## src/rtl/jk_cmd_seq_if.sv

```systemverilog
// Command push channel into jk_cmd_seq: valid/ready handshake carrying a {j,k} code and a cycle count.
interface jk_cmd_seq_if #(
  parameter int CNT_W = 8
);
  logic             i_cmd_valid;
  logic [1:0]       i_cmd;
  logic [CNT_W-1:0] i_cmd_len;
  logic             o_cmd_ready;

  modport master (
    output i_cmd_valid,
    output i_cmd,
    output i_cmd_len,
    input  o_cmd_ready
  );

  modport slave (
    input  i_cmd_valid,
    input  i_cmd,
    input  i_cmd_len,
    output o_cmd_ready
  );
endinterface

```

## src/rtl/jk_cmd_seq.sv

```systemverilog
// Queues timed J/K commands in a small FIFO and plays each one out on o_j/o_k
// for its requested number of cycles, back-to-back when entries are waiting.
module jk_cmd_seq #(
  parameter int DEPTH = 4,
  parameter int CNT_W = 8
) (
  input  logic                   i_clk,
  input  logic                   i_rst_n,
  jk_cmd_seq_if.slave            cmd,
  output logic                   o_j,
  output logic                   o_k,
  output logic                   o_busy,
  output logic                   o_done,
  output logic [$clog2(DEPTH):0] o_level
);
  localparam int AW = $clog2(DEPTH);

  typedef enum logic {
    IDLE,
    RUN
  } state_t;

  state_t           state_q, state_d;
  logic [AW:0]      wr_ptr_q, wr_ptr_d;
  logic [AW:0]      rd_ptr_q, rd_ptr_d;
  logic [CNT_W-1:0] rem_q, rem_d;
  logic             j_q, j_d;
  logic             k_q, k_d;

  logic [1:0]       mem_code_q [DEPTH];
  logic [CNT_W-1:0] mem_len_q  [DEPTH];

  logic             full;
  logic             empty;
  logic             push;
  logic             pop;
  logic             last;
  logic [1:0]       head_code;
  logic [CNT_W-1:0] head_len;

  // Extra pointer MSB distinguishes full from empty when the index bits match.
  assign full      = (wr_ptr_q[AW] != rd_ptr_q[AW]) &&
                     (wr_ptr_q[AW-1:0] == rd_ptr_q[AW-1:0]);
  assign empty     = (wr_ptr_q == rd_ptr_q);
  assign push      = cmd.i_cmd_valid && !full;
  assign last      = (state_q == RUN) && (rem_q == CNT_W'(1));
  assign pop       = !empty && ((state_q == IDLE) || last);
  assign head_code = mem_code_q[rd_ptr_q[AW-1:0]];
  assign head_len  = mem_len_q[rd_ptr_q[AW-1:0]];

  always_comb begin
    state_d  = state_q;
    wr_ptr_d = wr_ptr_q;
    rd_ptr_d = rd_ptr_q;
    rem_d    = rem_q;
    j_d      = j_q;
    k_d      = k_q;

    if (push) wr_ptr_d = wr_ptr_q + (AW+1)'(1);
    if (pop)  rd_ptr_d = rd_ptr_q + (AW+1)'(1);

    if (pop) begin
      // A zero-length entry is consumed without producing any drive cycle.
      if (head_len != '0) begin
        state_d = RUN;
        rem_d   = head_len;
        j_d     = head_code[1];
        k_d     = head_code[0];
      end else begin
        state_d = IDLE;
        rem_d   = '0;
        j_d     = 1'b0;
        k_d     = 1'b0;
      end
    end else if (state_q == RUN) begin
      if (last) begin
        state_d = IDLE;
        rem_d   = '0;
        j_d     = 1'b0;
        k_d     = 1'b0;
      end else begin
        rem_d = rem_q - CNT_W'(1);
      end
    end
  end

  always_ff @(posedge i_clk or negedge i_rst_n) begin
    if (!i_rst_n) begin
      state_q  <= IDLE;
      wr_ptr_q <= '0;
      rd_ptr_q <= '0;
      rem_q    <= '0;
      j_q      <= 1'b0;
      k_q      <= 1'b0;
    end else begin
      state_q  <= state_d;
      wr_ptr_q <= wr_ptr_d;
      rd_ptr_q <= rd_ptr_d;
      rem_q    <= rem_d;
      j_q      <= j_d;
      k_q      <= k_d;
    end
  end

  always_ff @(posedge i_clk) begin
    if (push) begin
      mem_code_q[wr_ptr_q[AW-1:0]] <= cmd.i_cmd;
      mem_len_q[wr_ptr_q[AW-1:0]]  <= cmd.i_cmd_len;
    end
  end

  assign cmd.o_cmd_ready = !full;
  assign o_j             = j_q;
  assign o_k             = k_q;
  assign o_busy          = (state_q == RUN);
  assign o_done          = last;
  assign o_level         = wr_ptr_q - rd_ptr_q;
endmodule

```

## src/flat_wrapper.sv

```systemverilog
// flat-port wrapper written by rule: the top's interface ports become plain ports
module jk_cmd_seq_flat 
#(
  parameter int DEPTH = 4,
  parameter int CNT_W = 8
)
  (i_clk, i_rst_n, o_j, o_k, o_busy, o_done, o_level, cmd_i_cmd_valid, cmd_i_cmd, cmd_i_cmd_len, cmd_o_cmd_ready);
  jk_cmd_seq_if #(.CNT_W(CNT_W)) cmd_i ();
  input  logic i_clk;
  input  logic i_rst_n;
  output logic o_j;
  output logic o_k;
  output logic o_busy;
  output logic o_done;
  output logic [$clog2(DEPTH):0] o_level;
  input wire logic [$bits(cmd_i.i_cmd_valid)-1:0] cmd_i_cmd_valid;
  input wire logic [$bits(cmd_i.i_cmd)-1:0] cmd_i_cmd;
  input wire logic [$bits(cmd_i.i_cmd_len)-1:0] cmd_i_cmd_len;
  output wire logic [$bits(cmd_i.o_cmd_ready)-1:0] cmd_o_cmd_ready;
  assign cmd_i.i_cmd_valid = cmd_i_cmd_valid;
  assign cmd_i.i_cmd = cmd_i_cmd;
  assign cmd_i.i_cmd_len = cmd_i_cmd_len;
  assign cmd_o_cmd_ready = cmd_i.o_cmd_ready;
  jk_cmd_seq #(.DEPTH(DEPTH), .CNT_W(CNT_W)) u_core (.i_clk(i_clk), .i_rst_n(i_rst_n), .cmd(cmd_i), .o_j(o_j), .o_k(o_k), .o_busy(o_busy), .o_done(o_done), .o_level(o_level));
endmodule
```

## config.mk

```make
export PLATFORM = sky130hd
export DESIGN_NAME = jk_cmd_seq_flat
export DESIGN_NICKNAME = d
export VERILOG_FILES = /design/src/rtl/jk_cmd_seq_if.sv /design/src/rtl/jk_cmd_seq.sv /design/src/flat_wrapper.sv
export SDC_FILE = /design/constraint.sdc
export NUM_CORES = 1
export LEC_CHECK = 0
export ABC_AREA = 1
export CORE_MARGIN = 3
export CORE_UTILIZATION = 40
export DETAILED_ROUTE_END_ITERATION = 8
export PLACE_DENSITY = 0.62
export SLEW_MARGIN = 20
export SYNTH_ARGS = -nofsm -noshare
export SYNTH_HDL_FRONTEND = slang
export SYNTH_SLANG_ARGS = --single-unit
```

## constraint.sdc

```tcl
create_clock -name i_clk -period 2.7 [get_ports i_clk]
set_clock_uncertainty 0.05 [all_clocks]
set_input_delay 0.54 -clock i_clk [delete_from_list [all_inputs] [get_ports i_clk]]
set_output_delay 0.54 -clock i_clk [all_outputs]
set_load 0.02 [all_outputs]
```

# ---- Yosys cells after proc, flatten, opt, wreduce, memory -nomap -nowiden
# Memories as Yosys holds them, arrays and structs flattened.
# Cells that the tools add are included.
dict set report totals {
  ram_bits 40
  regBits 17
  memories 2
  inputBits 13
}
dict set report op_classes {
  muxes 16
  reduce_logical 11
  eq_ne 4
  n_bitwise 1
  n_addsub 4
}
# memory depth width rd rd_ports_with_merged_regs write_ports line_no
set mem_list {}
lappend mem_list {u_core.mem_len_q 4 8 1 0 1 jk_cmd_seq.sv:31} ;# logic [CNT_W-1:0] mem_len_q [DEPTH];
lappend mem_list {u_core.mem_code_q 4 2 1 0 1 jk_cmd_seq.sv:30} ;# logic [1:0] mem_code_q [DEPTH];
# cell n
set op_table {}
lappend op_table {{$mux 8} 4}
lappend op_table {{$mux 1} 12}
lappend op_table {{$eq 8x1->1 const B} 1}
lappend op_table {{$reduce_bool 8->1} 1}
lappend op_table {{$sub 8x1->8 const B} 1}
lappend op_table {{$add 3x1->3 const B} 2}
lappend op_table {{$logic_and 1x1->1} 4}
lappend op_table {{$reduce_bool 2->1} 2}
lappend op_table {{$eq 3x3->1} 1}
lappend op_table {{$sub 3x3->3} 1}
lappend op_table {{$eq 2x2->1} 1}
lappend op_table {{$logic_not 1->1} 2}
lappend op_table {{$reduce_and 2->1} 1}
lappend op_table {{$logic_or 1x1->1} 1}
lappend op_table {{$ne 1x1->1} 1}
lappend op_table {{$not 1->1} 1}

# ---- Depth between registers and ports, before layout
dict set report logic_depth {
  depth_word 6
  depth_mapped 11
  mapped_depth_nobuf 10
}

# ---- Worst setup path before layout
# OpenSTA, ideal clock, no wires.
dict set report synth_path {
  path_type {register to register}
  from {register u_core.rd_ptr_q[1]}
  to {memory u_core.mem_code_q[0][0], enable pin}
  path_stages_with_launch 9
  path_buffers 1
  arrival_ns 1.938
  t_required_ns 2.274
  setup_ns 0.376
  period_less_slack_ns 2.365
  slack_ns 0.335
  path_cell_list {dfrtp_1 inv_1 buf_2 ha_1 nand2_1 inv_1 nand2_1 nand2_2 nor2_1}
}
dict set report synth_between {
  elab_chain_cells 6
}
# item line_no
set synth_lines {}
lappend synth_lines {{start: declaration} jk_cmd_seq.sv:25} ;# logic [AW:0] rd_ptr_q, rd_ptr_d;
lappend synth_lines {{start signal: assignment} jk_cmd_seq.sv:98} ;# rd_ptr_q <= rd_ptr_d;
lappend synth_lines {{$eq 2x2->1} jk_cmd_seq.sv:43} ;# (wr_ptr_q[AW-1:0] == rd_ptr_q[AW-1:0]);
lappend synth_lines {{$logic_and 1x1->1} jk_cmd_seq.sv:42} ;# assign full = (wr_ptr_q[AW] != rd_ptr_q[AW]) &&
lappend synth_lines {{$logic_not 1->1} n/a}
lappend synth_lines {{named net cmd_o_cmd_ready} flat_wrapper.sv:19} ;# output wire logic [$bits(cmd_i.o_cmd_ready)-1:0] cmd_o_cmd_ready;
lappend synth_lines {{$logic_and 1x1->1} jk_cmd_seq.sv:45} ;# assign push = cmd.i_cmd_valid && !full;
lappend synth_lines {{$mux 1} jk_cmd_seq.sv:106} ;# if (push) begin
lappend synth_lines {{$mux 1 (not written as such)} jk_cmd_seq.sv:107} ;# mem_code_q[wr_ptr_q[AW-1:0]] <= cmd.i_cmd;
lappend synth_lines {{end: declaration} jk_cmd_seq.sv:30}
# The timed path passes the listed nets, and every way through them passes these cells.

# ---- Worst setup path in the final report
dict set report layout_path {
  from {register u_core.rem_q[1]}
  to {output port o_done}
}
dict set report layout_between {
  elab_chain_cells 2
}
# item line_no
set layout_lines {}
lappend layout_lines {{start: declaration} jk_cmd_seq.sv:26} ;# logic [CNT_W-1:0] rem_q, rem_d;
lappend layout_lines {{start signal: assignment} jk_cmd_seq.sv:99} ;# rem_q <= rem_d;
lappend layout_lines {{$eq 8x1->1} jk_cmd_seq.sv:46} ;# assign last = (state_q == RUN) && (rem_q == CNT_W'(1));
lappend layout_lines {{$logic_and 1x1->1} jk_cmd_seq.sv:46}
lappend layout_lines {{end: declaration} flat_wrapper.sv:14} ;# output logic o_done;
# Every way passes these cells.

==> results.json <==
{
  "status": "finished clean",
  "grt_use_total_pct": 15.2,
  "boundaryPins": 21,
  "drv_slew": 0,
  "crit_type": "flop to output port",
  "synthCells": 271,
  "clk_pin_slew_ps": 60,
  "die_x_um": 89.0,
  "wl_met3_um": 246,
  "grt_pass1_wl_um": 8760,
  "fillers": 599,
  "antenna_found_initial": 0,
  "crit_slowest_cell": "clkdlybuf4s50_1",
  "drt-met1-wl_um": 2420,
  "syn_area_um2": 2760,
  "synth.avg_cell_area_um2": 10.2,
  "multi_input_area_um2": 992,
  "min-delay-path-class": "flop to flop",
  "cp_num_cells": 5,
  "ctsHoldBuffers": 0,
  "ys_types": 28,
  "worstSetupEndpointType": "output port",
  "path_cells": "inv_1, ha_1, nand3_2, nor3_1, clkdlybuf4s50_1",
  "crit_path_end": "o_done",
  "drive_above_1_share_pct": 13.1,
  "wl_per_cell_um": 13.5,
  "fin_cells": 383,
  "synth_top_area_cell": "edfxtp_1",
  "ys_top_cells_by_area": "edfxtp_1, dfrtp_1, nand2_1",
  "wl_um": 5180,
  "peakVddDrop_mv": 0.447,
  "finalCritPeriodShare_pct": 93.7,
  "postCtsSetupBuffers": 0,
  "cp_top_family": "buffers and inverters",
  "synth_edf_count": 40,
  "viasPerCell": 4.82,
  "netlist.area_leader.share_pct": 43.6,
  "async_flop_share_pct": 29.8,
  "port_buffers": 20,
  "worst_pin_slew_ps": 359,
  "startpoint": "u_core.rem_q[1]$_DFFE_PN0P_",
  "nNetsFinal": 326,
  "place_inst": 369,
  "ff_latch_area_um2": 1630,
  "cap_viol_max_count": 0,
  "cts_resized": 3,
  "ys_ff_latch": 57,
  "dr.max_layer_used": "met4",
  "fmax_mhz": 395,
  "required_ps": 2110,
  "vias": 1846,
  "critPathMaxStageDelay_ps": 630,
  "syn2layout_area_growth_pct": 17.6,
  "grt_pass1_vias": 1772,
  "die-area_um2": 7920,
  "cp.arrival_ps": 1940,
  "cts.sinks": 57,
  "rows": 29,
  "synth_seq_area_share_pct": 59.0,
  "relSlewSlack_pct": 76.0,
  "worst_hold_slack_ps": 434,
  "first_pass_iters": 4,
  "fin_ws_ps": 170,
  "dp_worst_setup_slack_ps": 292,
  "powerDensity_nw_per_um2": 1180,
  "reg2reg_from": "u_core.wr_ptr_q[0]$_DFFE_PN0P_",
  "rsz0062_at_grt": "no",
  "drtAntennaViolNets": 0,
  "yosysWarnings": 0,
  "hpwl_um": 3570,
  "fin_tns_setup_ps": 0,
  "routabilityCongestion": 0.858,
  "core_um2": 6490,
  "gr-total-overflow": 0,
  "initial_core_util_pct": 42.4,
  "clockRootBuffer": "clkbuf_8",
  "crit_path_start_kind": "flop",
  "setup_viol": 0,
  "rr_worst_depth": 8,
  "cts_tree": "done",
  "wl_met2_um": 2420,
  "path_buf_inv": 2,
  "r2r_slack_ps": 730,
  "synth-main-ff-cell": "edfxtp_1",
  "hold_violations": 0,
  "cts_buffer_depth": 2,
  "drc": 0,
  "grt_max_degree": 23,
  "period_minus_slack_ps": 2530,
  "drtIter0Drc": 67,
  "r2r_end": "u_core.mem_len_q[3][2]$_DFFE_PP_",
  "htreeDepth": 3,
  "clk_latency_ps": 340,
  "cp_max_fo": 3,
  "fp.dieH_um": 89.0,
  "syn-num-nets": 294,
  "num_antenna_cells": 0,
  "numCtsBuffers": 9,
  "leakage_uw": 0.00137
}
==> layout make-up <==
cell class | count | share of cell area, %
Inverter | 25 | 2.97
Sequential cell | 57 | 50.2
Clock inverter | 4 | 1.43
Tap cell | 77 | 2.97
Clock buffer | 10 | 3.94
Multi-Input combinational cell | 182 | 30.6
Timing Repair Buffer | 28 | 7.91
==> cell usage after synthesis, types with 3 or more instances <==
library cell and n:
nand2_1 80, edfxtp_1 40, nand3_1 25, inv_1 21
nor2_1 18, dfrtp_1 17, ha_1 9, a21oi_1 8
buf_2 6, o21ai_0 6, xor2_1 6, nand2_2 5
nand4_1 5, nor2_4 4, inv_2 3
==> placed cells by master (no fill, tap or decap) <==
master           count
nor2_1              18
bufinv_16            1
nand3_1             25
nor2_2               2
nand3b_1             2
inv_4                1
clkbuf_8             9
dlygate4sd2_1        3
clkbuf_1             1
xnor2_1              2
clkinvlp_4           1
nor3_1               1
clkdlybuf4s50_1     17
xor2_1               6
nand2_2              5
nand4_1              5
clkinv_2             1
nand2_1             80
clkinv_1             1
ha_1                 9
o22ai_1              2
o21ai_1              1
nand3_2              1
o21ai_0              6
a21oi_1              8
nand2_4              2
edfxtp_1            40
o21ai_4              1
buf_4                8
inv_1               21
inv_2                3
dfrtp_1             17
nor2_4               4
nor2_8               1
fa_1                 1
==> worst min path at each step <==
stage	start	slack, ps	endpoint	cells after the start
after floorplan	i_rst_n	190	u_core.o_busy$_DFF_PN0_	0
after global placement	u_core.o_k$_DFFE_PN0P_	420	u_core.o_k$_DFFE_PN0P_	2
after detailed placement	u_core.o_k$_DFFE_PN0P_	420	u_core.o_k$_DFFE_PN0P_	2
after CTS	u_core.o_k$_DFFE_PN0P_	440	u_core.o_k$_DFFE_PN0P_	2
after global routing	u_core.o_k$_DFFE_PN0P_	480	u_core.o_k$_DFFE_PN0P_	2
final	u_core.o_k$_DFFE_PN0P_	430	u_core.o_k$_DFFE_PN0P_	2
==> where the power goes <==
part / total (uW) / internal, uW / switching, uW
logic: 1730 / 633 / 1100
registers: 1380 / 1220 / 163
clock network: 717 / 410 / 307
==> routing by layer <==
metal / GRT usage, % / vias up
li1: - / 955
met1: 19.2 / 841
met2: 24.0 / 39
met3: 5.07 / 11
met4: 6.50 / 0
met5: 0 / -
==> cell families after synthesis <==
kind of cell,after synthesis,share of synthesized area [%]
DFF,57,59.0
AOI/OAI and AO/OA,18,3.77
buffers and inverters,32,4.99
adders and majority gates,10,4.81
xor gates and xnor gates,8,2.54
and+or+nand+nor,146,24.9
==> through the flow <==
step           area, um2  power, uW  util (%)
2_1_floorplan       2760       2640         -
3_3_place_gp        3070       3150      47.3
3_5_place_dp        3070       3190      47.3
4_1_cts             3240       3880      49.9
5_1_grt             3240       4180      49.9
6_report            3240       3830      49.9
==> sequential cells by signal (all words and copies together) (netlist names) <==
signal and flops:
u_core.mem_len_q 32, u_core.mem_code_q 8, u_core.rem_q 8, u_core.rd_ptr_q 3, u_core.wr_ptr_q 3, u_core.o_busy 1, u_core.o_j 1, u_core.o_k 1
==> worst reg2reg max path: cells and delay by family (launching register included) <==
kind                     cells  cell delay, ps
adder cells (fa/ha/maj)      1             260
flip-flops                   1             400
buffers and inverters        3             430
AND/OR/NAND/NOR              4             520
No activity file was read; power rests on OpenSTA's default activity.
